`config.mk`:
```
export PLATFORM = sky130hd
export DESIGN_NAME = sram_100_qsys_sysid_v2
export DESIGN_NICKNAME = d
export VERILOG_FILES = /design/src/rtl/sram_100_qsys_sysid_v2.sv
export SDC_FILE = /design/constraint.sdc
export NUM_CORES = 1
export LEC_CHECK = 0
export CAP_MARGIN = 20
export CORE_ASPECT_RATIO = 0.6
export CORE_MARGIN = 10
export CORE_UTILIZATION = 41
export DETAILED_ROUTE_END_ITERATION = 10
export SETUP_SLACK_MARGIN = 0.5
export SLEW_MARGIN = 20
export SYNTH_ARGS = -nofsm -noshare
export SYNTH_HDL_FRONTEND = slang
export SYNTH_SLANG_ARGS = --single-unit
```
`constraint.sdc`:
```
create_clock -name clock -period 3.13 [get_ports clock]
set_clock_uncertainty 0.2 [all_clocks]
set_input_delay 0.626 -clock clock [delete_from_list [all_inputs] [get_ports clock]]
set_output_delay 0.626 -clock clock [all_outputs]
set_load 0.01 [all_outputs]
```
`src/rtl/sram_100_qsys_sysid_v2.sv`:
```
// System ID / uptime peripheral on an Avalon-MM slave: constant ID words, a free-running
// 64-bit uptime counter with a coherent hi-word shadow, a control word and R/W scratch words.
module sram_100_qsys_sysid_v2 #(
  parameter logic [31:0] SYSTEM_ID    = 32'h0000_0000,
  parameter logic [31:0] TIMESTAMP    = 32'h5FB0_46B2,
  parameter int          READ_LATENCY = 1,
  parameter int          NUM_SCRATCH  = 2
) (
  input  logic        clock,
  input  logic        reset_n,
  input  logic [3:0]  address,
  input  logic        read,
  input  logic        write,
  input  logic [31:0] writedata,
  input  logic [3:0]  byteenable,
  output logic [31:0] readdata,
  output logic        readdatavalid
);

  localparam int DATA_W = 32;
  localparam int STAGES = READ_LATENCY;

  localparam logic [3:0] ADDR_ID     = 4'd0;
  localparam logic [3:0] ADDR_TS     = 4'd1;
  localparam logic [3:0] ADDR_CAPS   = 4'd2;
  localparam logic [3:0] ADDR_UP_LO  = 4'd3;
  localparam logic [3:0] ADDR_UP_HI  = 4'd4;
  localparam logic [3:0] ADDR_CTRL   = 4'd5;
  localparam logic [3:0] ADDR_SCR0   = 4'd8;

  localparam logic [DATA_W-1:0] CAPS_WORD =
    {16'h0002, 4'h0, 4'(READ_LATENCY), 8'(NUM_SCRATCH)};

  logic              ctrl_en;
  logic [63:0]       uptime;
  logic [DATA_W-1:0] uptime_hi_shadow;
  logic [DATA_W-1:0] scratch [NUM_SCRATCH];

  logic              rd_acc;
  logic              wr_ctrl;
  logic              uptime_clr;
  logic [DATA_W-1:0] rd_mux;

  logic              vld_p     [STAGES];
  logic [DATA_W-1:0] rd_data_p [STAGES];

  function automatic logic [DATA_W-1:0] merge_bytes(input logic [DATA_W-1:0] old_w,
                                                   input logic [DATA_W-1:0] new_w,
                                                   input logic [3:0]        be);
    logic [DATA_W-1:0] res;
    res = old_w;
    for (int b = 0; b < 4; b++) begin
      if (be[b]) res[8*b +: 8] = new_w[8*b +: 8];
    end
    return res;
  endfunction

  // A simultaneous write wins; the read is dropped entirely.
  assign rd_acc     = read & ~write;
  assign wr_ctrl    = write & (address == ADDR_CTRL) & byteenable[0];
  assign uptime_clr = wr_ctrl & writedata[1];

  always_ff @(posedge clock or negedge reset_n) begin
    if (!reset_n) begin
      ctrl_en          <= 1'b1;
      uptime           <= 64'd0;
      uptime_hi_shadow <= '0;
    end else begin
      if (wr_ctrl) ctrl_en <= writedata[0];
      if (uptime_clr)   uptime <= 64'd0;
      else if (ctrl_en) uptime <= uptime + 64'd1;
      // Latch the hi half with the lo read so a LO/HI pair is coherent.
      if (rd_acc && address == ADDR_UP_LO) uptime_hi_shadow <= uptime[63:32];
    end
  end

  always_ff @(posedge clock or negedge reset_n) begin
    if (!reset_n) begin
      for (int i = 0; i < NUM_SCRATCH; i++) scratch[i] <= '0;
    end else if (write) begin
      for (int i = 0; i < NUM_SCRATCH; i++) begin
        if (address == 4'(8 + i)) scratch[i] <= merge_bytes(scratch[i], writedata, byteenable);
      end
    end
  end

  always_comb begin
    rd_mux = '0;
    case (address)
      ADDR_ID:    rd_mux = SYSTEM_ID;
      ADDR_TS:    rd_mux = TIMESTAMP;
      ADDR_CAPS:  rd_mux = CAPS_WORD;
      ADDR_UP_LO: rd_mux = uptime[31:0];
      ADDR_UP_HI: rd_mux = uptime_hi_shadow;
      ADDR_CTRL:  rd_mux = {31'd0, ctrl_en};
      default: begin
        for (int i = 0; i < NUM_SCRATCH; i++) begin
          if (address == ADDR_SCR0 + 4'(i)) rd_mux = scratch[i];
        end
      end
    endcase
  end

  // Stage p0: capture read data; later stages shift toward the output.
  always_ff @(posedge clock or negedge reset_n) begin
    if (!reset_n) begin
      for (int i = 0; i < STAGES; i++) vld_p[i] <= 1'b0;
    end else begin
      vld_p[0] <= rd_acc;
      for (int i = 1; i < STAGES; i++) vld_p[i] <= vld_p[i-1];
    end
  end

  always_ff @(posedge clock) begin
    if (rd_acc) rd_data_p[0] <= rd_mux;
    for (int i = 1; i < STAGES; i++) rd_data_p[i] <= rd_data_p[i-1];
  end

  // Output stage: data is forced to zero whenever the qualifier is low.
  assign readdatavalid = vld_p[STAGES-1];
  assign readdata      = vld_p[STAGES-1] ? rd_data_p[STAGES-1] : '0;

endmodule

```
==> results of run 1 <==
## sequential cells by signal, indices dropped and copies added, names as in the netlist
signal	cells
scratch	64
uptime	64
rd_data_p	32
uptime_hi_shadow	32
ctrl_en	1
readdatavalid	1
## Yosys cell counts, types with 9 or more instances
| cell type | count |
|---|---|
| dfrtp_1 | 161 |
| mux2_2 | 98 |
| a21oi_1 | 82 |
| nor2_1 | 57 |
| and2_1 | 39 |
| clkbuf_1 | 37 |
| a221oi_1 | 32 |
| edfxtp_1 | 32 |
| nand2_1 | 28 |
| xnor2_1 | 28 |
| nand3_1 | 26 |
| nand4_1 | 24 |
| and3_1 | 22 |
| inv_1 | 19 |
| o21ai_0 | 18 |
| or3_1 | 14 |
| a22oi_1 | 13 |
| nor3_1 | 13 |
| buf_2 | 12 |
| a21o_1 | 10 |
| and4_1 | 9 |
| xor2_1 | 9 |
## final timing paths
path	start	to	slack (ps)	cells past startpoint
worst max-delay path	uptime[43]$_DFFE_PN0P_	uptime[63]$_DFFE_PN0P_	560	5
worst min-delay path	scratch[31]$_DFFE_PN0P_	scratch[31]$_DFFE_PN0P_	310	1
worst max register to register	uptime[43]$_DFFE_PN0P_	uptime[63]$_DFFE_PN0P_	560	5
worst min register to register	scratch[31]$_DFFE_PN0P_	scratch[31]$_DFFE_PN0P_	310	1
max in group asynchronous	reset_n	readdatavalid$_DFF_PN0_	1450	3
min in group asynchronous	reset_n	scratch[23]$_DFFE_PN0P_	560	2
## per-stage QoR
stage	setup slack (ps)	instances	utilization	instance area (um2)
after global placement	152	1240	0.474	10900
final	563	1281	0.503	11500
after floorplan	652	857	-	9510
after CTS	528	1278	0.500	11500
after global routing	510	1281	0.503	11500
after detailed placement	131	1240	0.474	10900
## cells by family after synthesis
kind of cell / Yosys count / share of synthesized area
compound gates: 176 / 0.118
simple gates: 277 / 0.171
buf+inv: 73 / 0.0308
fa+ha+maj: 1 / 0.00132
flops: 194 / 0.528
mux: 99 / 0.117
xor+xnor: 37 / 0.0341
## final cells by class
type | instances | area, um2 | area share
multi-input combinational | 590 | 4270 | 0.370
tap | 315 | 394 | 0.0341
timing repair buffer | 130 | 1250 | 0.109
clock inverter | 11 | 90.1 | 0.00780
clock buffer | 21 | 440 | 0.0381
inverter | 20 | 75.1 | 0.00650
sequential | 194 | 5020 | 0.435
## critical path: stages (launching register included)
cell	delay, ps
dfrtp_1	470
nand4_1	300
or3_4	450
or4_1	580
or3_1	340
a21oi_1	150
## power groups by stage
stage / sequential [mW] / clock (mW) / combinational (mW)
final: 3.61 / 2.04 / 1.46
after global routing: 3.67 / 2.21 / 1.61
after CTS: 3.59 / 2.08 / 1.43
after detailed placement: 3.64 / 0 / 1.41
after global placement: 3.63 / 0 / 1.38
after floorplan: 3.42 / 0 / 1.01
## per-layer routing
layer | part of all wire | vias up | GRT usage
li1 | - | 3358 | -
met2 | 0.41 | 236 | 0.250
met1 | 0.52 | 3633 | 0.277
met5 | 0 | - | 0
met3 | 0.070 | 14 | 0.0560
met4 | 0.0061 | 0 | 0.0336
## what timing repair did
| action | CTS | global route |
|---|---|---|
| gates resized for setup | 2 | 11 |
| hold buffers | 1 | 0 |
| setup buffers | 5 | 3 |
| pin swaps | 1 | 0 |
| endpoints found under the setup margin | 38 | 42 |
| hold endpoints to repair | 3 | 0 |
==> impl_metrics.toml, run 1 <==
[status]
outcome = "completed"

[power]
vdd_drop_max_mv = 0.435
p_seq_frac = 0.507
combPwrFrac = 0.205
power.leakage_nw = 4.66
power_mw = 7.11
p_int_mw = 4.86
pwr-share-clk = 0.287
swShare = 0.316
p_switching_mw = 2.25
power.density_nw_per_um2 = 616

[layout]
final_cell_mix = "159 x dfrtp_1, 98 x mux2_2, 81 x a21oi_1, 73 x clkdlybuf4s50_1, 57 x nor2_1"
nFillCells = 2101
layout_commonest_cell = "dfrtp_1"
syn2layout_area_growth_pct = 21.4
num_antenna_cells = 0
drive_above_1_share = 0.212
final_nets = 998

[clock_tree]
clk_latency_ps = 440
cts-root-buf = "clkbuf_16"
cts.reportedPaths.clkPinSlew_ps = 70
clockBufferDepth = 2
cts_max_level = 4
cts_buffers = 17
clkSinkCount = 194
cts_tree = "done"

[detailed_routing]
first_iter_violations = 627
wire_per_inst_um = 20.9
drt-total-wl_um = 26700
ant_nets = 0
firstDrtPassIters = 5
routed_via_density = 5.65
drc_errors = 0
via_count = 7241

[setup_path]
crit_path_end_kind = "flip-flop"
setup.worst_path.class = "reg -> reg"
cp.arrival_ps = 2730
crit_required_ps = 3290
cp-start-kind = "flip-flop"
cp_max_fo = 5

[floorplan]
dieArea_um2 = 29900
die_w_um = 217
core-area_um2 = 23000
start_util = 0.414
die_y_um = 138
pin_count = 77
rows = 43

[synth]
synth_area_leaders = "dfrtp_1 42%, mux2_2 12%, edfxtp_1 10%"
ys_seq_area_frac = 0.528
syn-num-nets = 902
synth_cells = 857
ys_types = 55
synth_top_area_frac = 0.424
syn_area_per_cell_um2 = 11.1
ys_ff_latch = 194
syn_area_um2 = 9510
yosys_warnings = 0
synth_top_cell_by_area = "dfrtp_1"
async_flop_share = 0.835
ys.flop_type = "dfrtp_1"
synth-edff-count = 32

[timing]
finalSetupTns_ps = 0
rsz0062_at_grt = "no"
fmax_ghz = 0.390
fin_crit_ps = 2570
worst-slew-pin-transition_ps = 662
maxSlewHeadroom = 0.555
setup_viol = 0
fin_crit_sh = 0.820
hold_ws_ps = 309
final_hold_viol_count = 0
slew_violations = 0

[place]
portBuffers = 76
place_congestion = 0.885
hpwl_um = 19600

[global_route]
grtUsageTotal = 0.183
antenna_found_initial = 0
grt_pass1_vias = 7011
grt_first_pass_wirelength_um = 42200
grt_max_degree = 66
grt_overflow = 0

[run]
drv_cap = 0

[worst_hold_path]
hold_class = "reg -> reg"
Power figures use the tool's default switching activity.
==> inputs of run 2 (changes only) <==
clock period = 2.3 ns   (was 3.13 ns; I/O delays follow)
==> impl_metrics.toml, run 2 (synthesized netlist as in run 1, its figures left out) <==
[status]
outcome = "complete, but fails checks"
violations = "setup timing"

[timing]
fin_crit_sh = 1.03
setup_viol = 7
fmax_ghz = 0.424
hold_ws_ps = 233
final_hold_viol_count = 0
fin_crit_ps = 2360
rsz0062_at_grt = "yes"
maxSlewHeadroom = 0.709
slew_violations = 0
finalSetupTns_ps = -155
worst_slack_ps = -58.7
worst-slew-pin-transition_ps = 434

[place]
portBuffers = 76
post-place-ws_ps = -286
hpwl_um = 21900
place_congestion = 0.878
dp.cells = 1363
placed_area_um2 = 12400

[clock_tree]
cts_tree = "done"
cts_max_level = 4
cts_buffers = 17
cts.reportedPaths.clkPinSlew_ps = 70
clk_latency_ps = 460
clkSinkCount = 194
cts-root-buf = "clkbuf_16"
clockBufferDepth = 2

[detailed_routing]
via_count = 8061
drc_errors = 0
wire_per_inst_um = 21.4
firstDrtPassIters = 6
ant_nets = 0
first_iter_violations = 691
routed_via_density = 5.63
drt-total-wl_um = 30700

[floorplan]
start_util = 0.414
die_w_um = 217
pin_count = 77
dieArea_um2 = 29900
rows = 43
die_y_um = 138
core-area_um2 = 23000

[worst_hold_path]
hold_class = "in -> async"

[setup_path]
cp.arrival_ps = 2540
critical-path-slowest-cell = "or4_4"
setup.worst_path.class = "reg -> reg"
crit_path_end_kind = "flip-flop"
crit_chain = "nand4_1 > or3_4 > or4_4 > or3_1 > a21oi_2"
crit_family = "simple AND/OR/NAND/NOR gates"
slowest_delay_ps = 540
critPathBufInv = 0
cp_max_fo = 2
cp-start-kind = "flip-flop"
crit_required_ps = 2480

[power]
power.leakage_nw = 5.97
swShare = 0.323
power.density_nw_per_um2 = 792
combPwrFrac = 0.305
p_int_mw = 7.54
p_seq_frac = 0.427
power_mw = 11.1
pwr-share-clk = 0.268
vdd_drop_max_mv = 0.546
p_switching_mw = 3.59

[layout]
num_antenna_cells = 0
layout.cells.non_filler = 1433
syn2layout_area_growth_pct = 47.8
utilization = 0.612
final_nets = 1150
top_regs = "scratch: 64 flops, uptime: 64 flops"
final_cell_mix = "160 x dfrtp_1, 142 x buf_4, 70 x a21oi_1, 66 x buf_6, 64 x mux2_4"
stdcell_area_um2 = 14100
drive_above_1_share = 0.453
layout_commonest_cell = "dfrtp_1"
nFillCells = 1846

[global_route]
grt_overflow = 0
grtUsageTotal = 0.206
antenna_found_initial = 0
grt_first_pass_wirelength_um = 47200
grt_pass1_vias = 7914
grt_max_degree = 51

[run]
drv_cap = 0
==> run 2: path summary, 6_finish.rpt <==
path | startpoint | to | slack, ps | cells past startpoint
worst max-delay path | uptime[43]$_DFFE_PN0P_ | uptime[63]$_DFFE_PN0P_ | -60 | 5
worst min-delay path | reset_n | scratch[45]$_DFFE_PN0P_ | 230 | 2
worst max register to register | uptime[43]$_DFFE_PN0P_ | uptime[63]$_DFFE_PN0P_ | -60 | 5
worst min register to register | scratch[57]$_DFFE_PN0P_ | scratch[57]$_DFFE_PN0P_ | 310 | 1
max in group asynchronous | reset_n | ctrl_en$_DFFE_PN1P_ | 1020 | 3
min in group clock | scratch[57]$_DFFE_PN0P_ | scratch[57]$_DFFE_PN0P_ | 310 | 1
==> run 2: layout make-up <==
type | count | area, um2 | area share
inverter | 20 | 87.6 | 0.00623
clock inverter | 13 | 126 | 0.00899
timing repair buffer | 282 | 2860 | 0.204
sequential | 194 | 5020 | 0.357
tap | 315 | 394 | 0.0280
clock buffer | 19 | 454 | 0.0323
multi-input combinational | 590 | 5110 | 0.364
==> run 2: repair_timing <==
item,CTS,global route
endpoints found under the setup margin,224,161
gates cloned,3,1
gates resized for setup,258,74
setup buffers,17,16
pin swaps,33,43
hold buffers,1,0
endpoints found under the hold margin,38,0
==> run 2: worst register-to-register path, stage by stage, from the launching register on <==
cell     delay (ps)
dfrtp_1         350
nand4_1         280
or3_4           450
or4_4           540
or3_1           340
a21oi_2         120
==> run 2: power by group through the flow <==
stage / combinational, mW / clock (mW) / sequential [mW]
2_1_floorplan: 1.59 / 0 / 4.71
3_3_place_gp: 2.92 / 0 / 4.78
3_5_place_dp: 2.97 / 0 / 4.77
4_1_cts: 3.19 / 3.03 / 4.73
5_1_grt: 3.65 / 3.16 / 4.82
6_report: 3.40 / 2.99 / 4.75
==> run 2: layer usage <==
layer,GRT usage,up-vias,wire [um]
met5,0,-,0
met1,0.312,4087,15500
li1,-,3664,-
met3,0.0542,26,2120
met2,0.284,284,12800
met4,0.0483,0,320
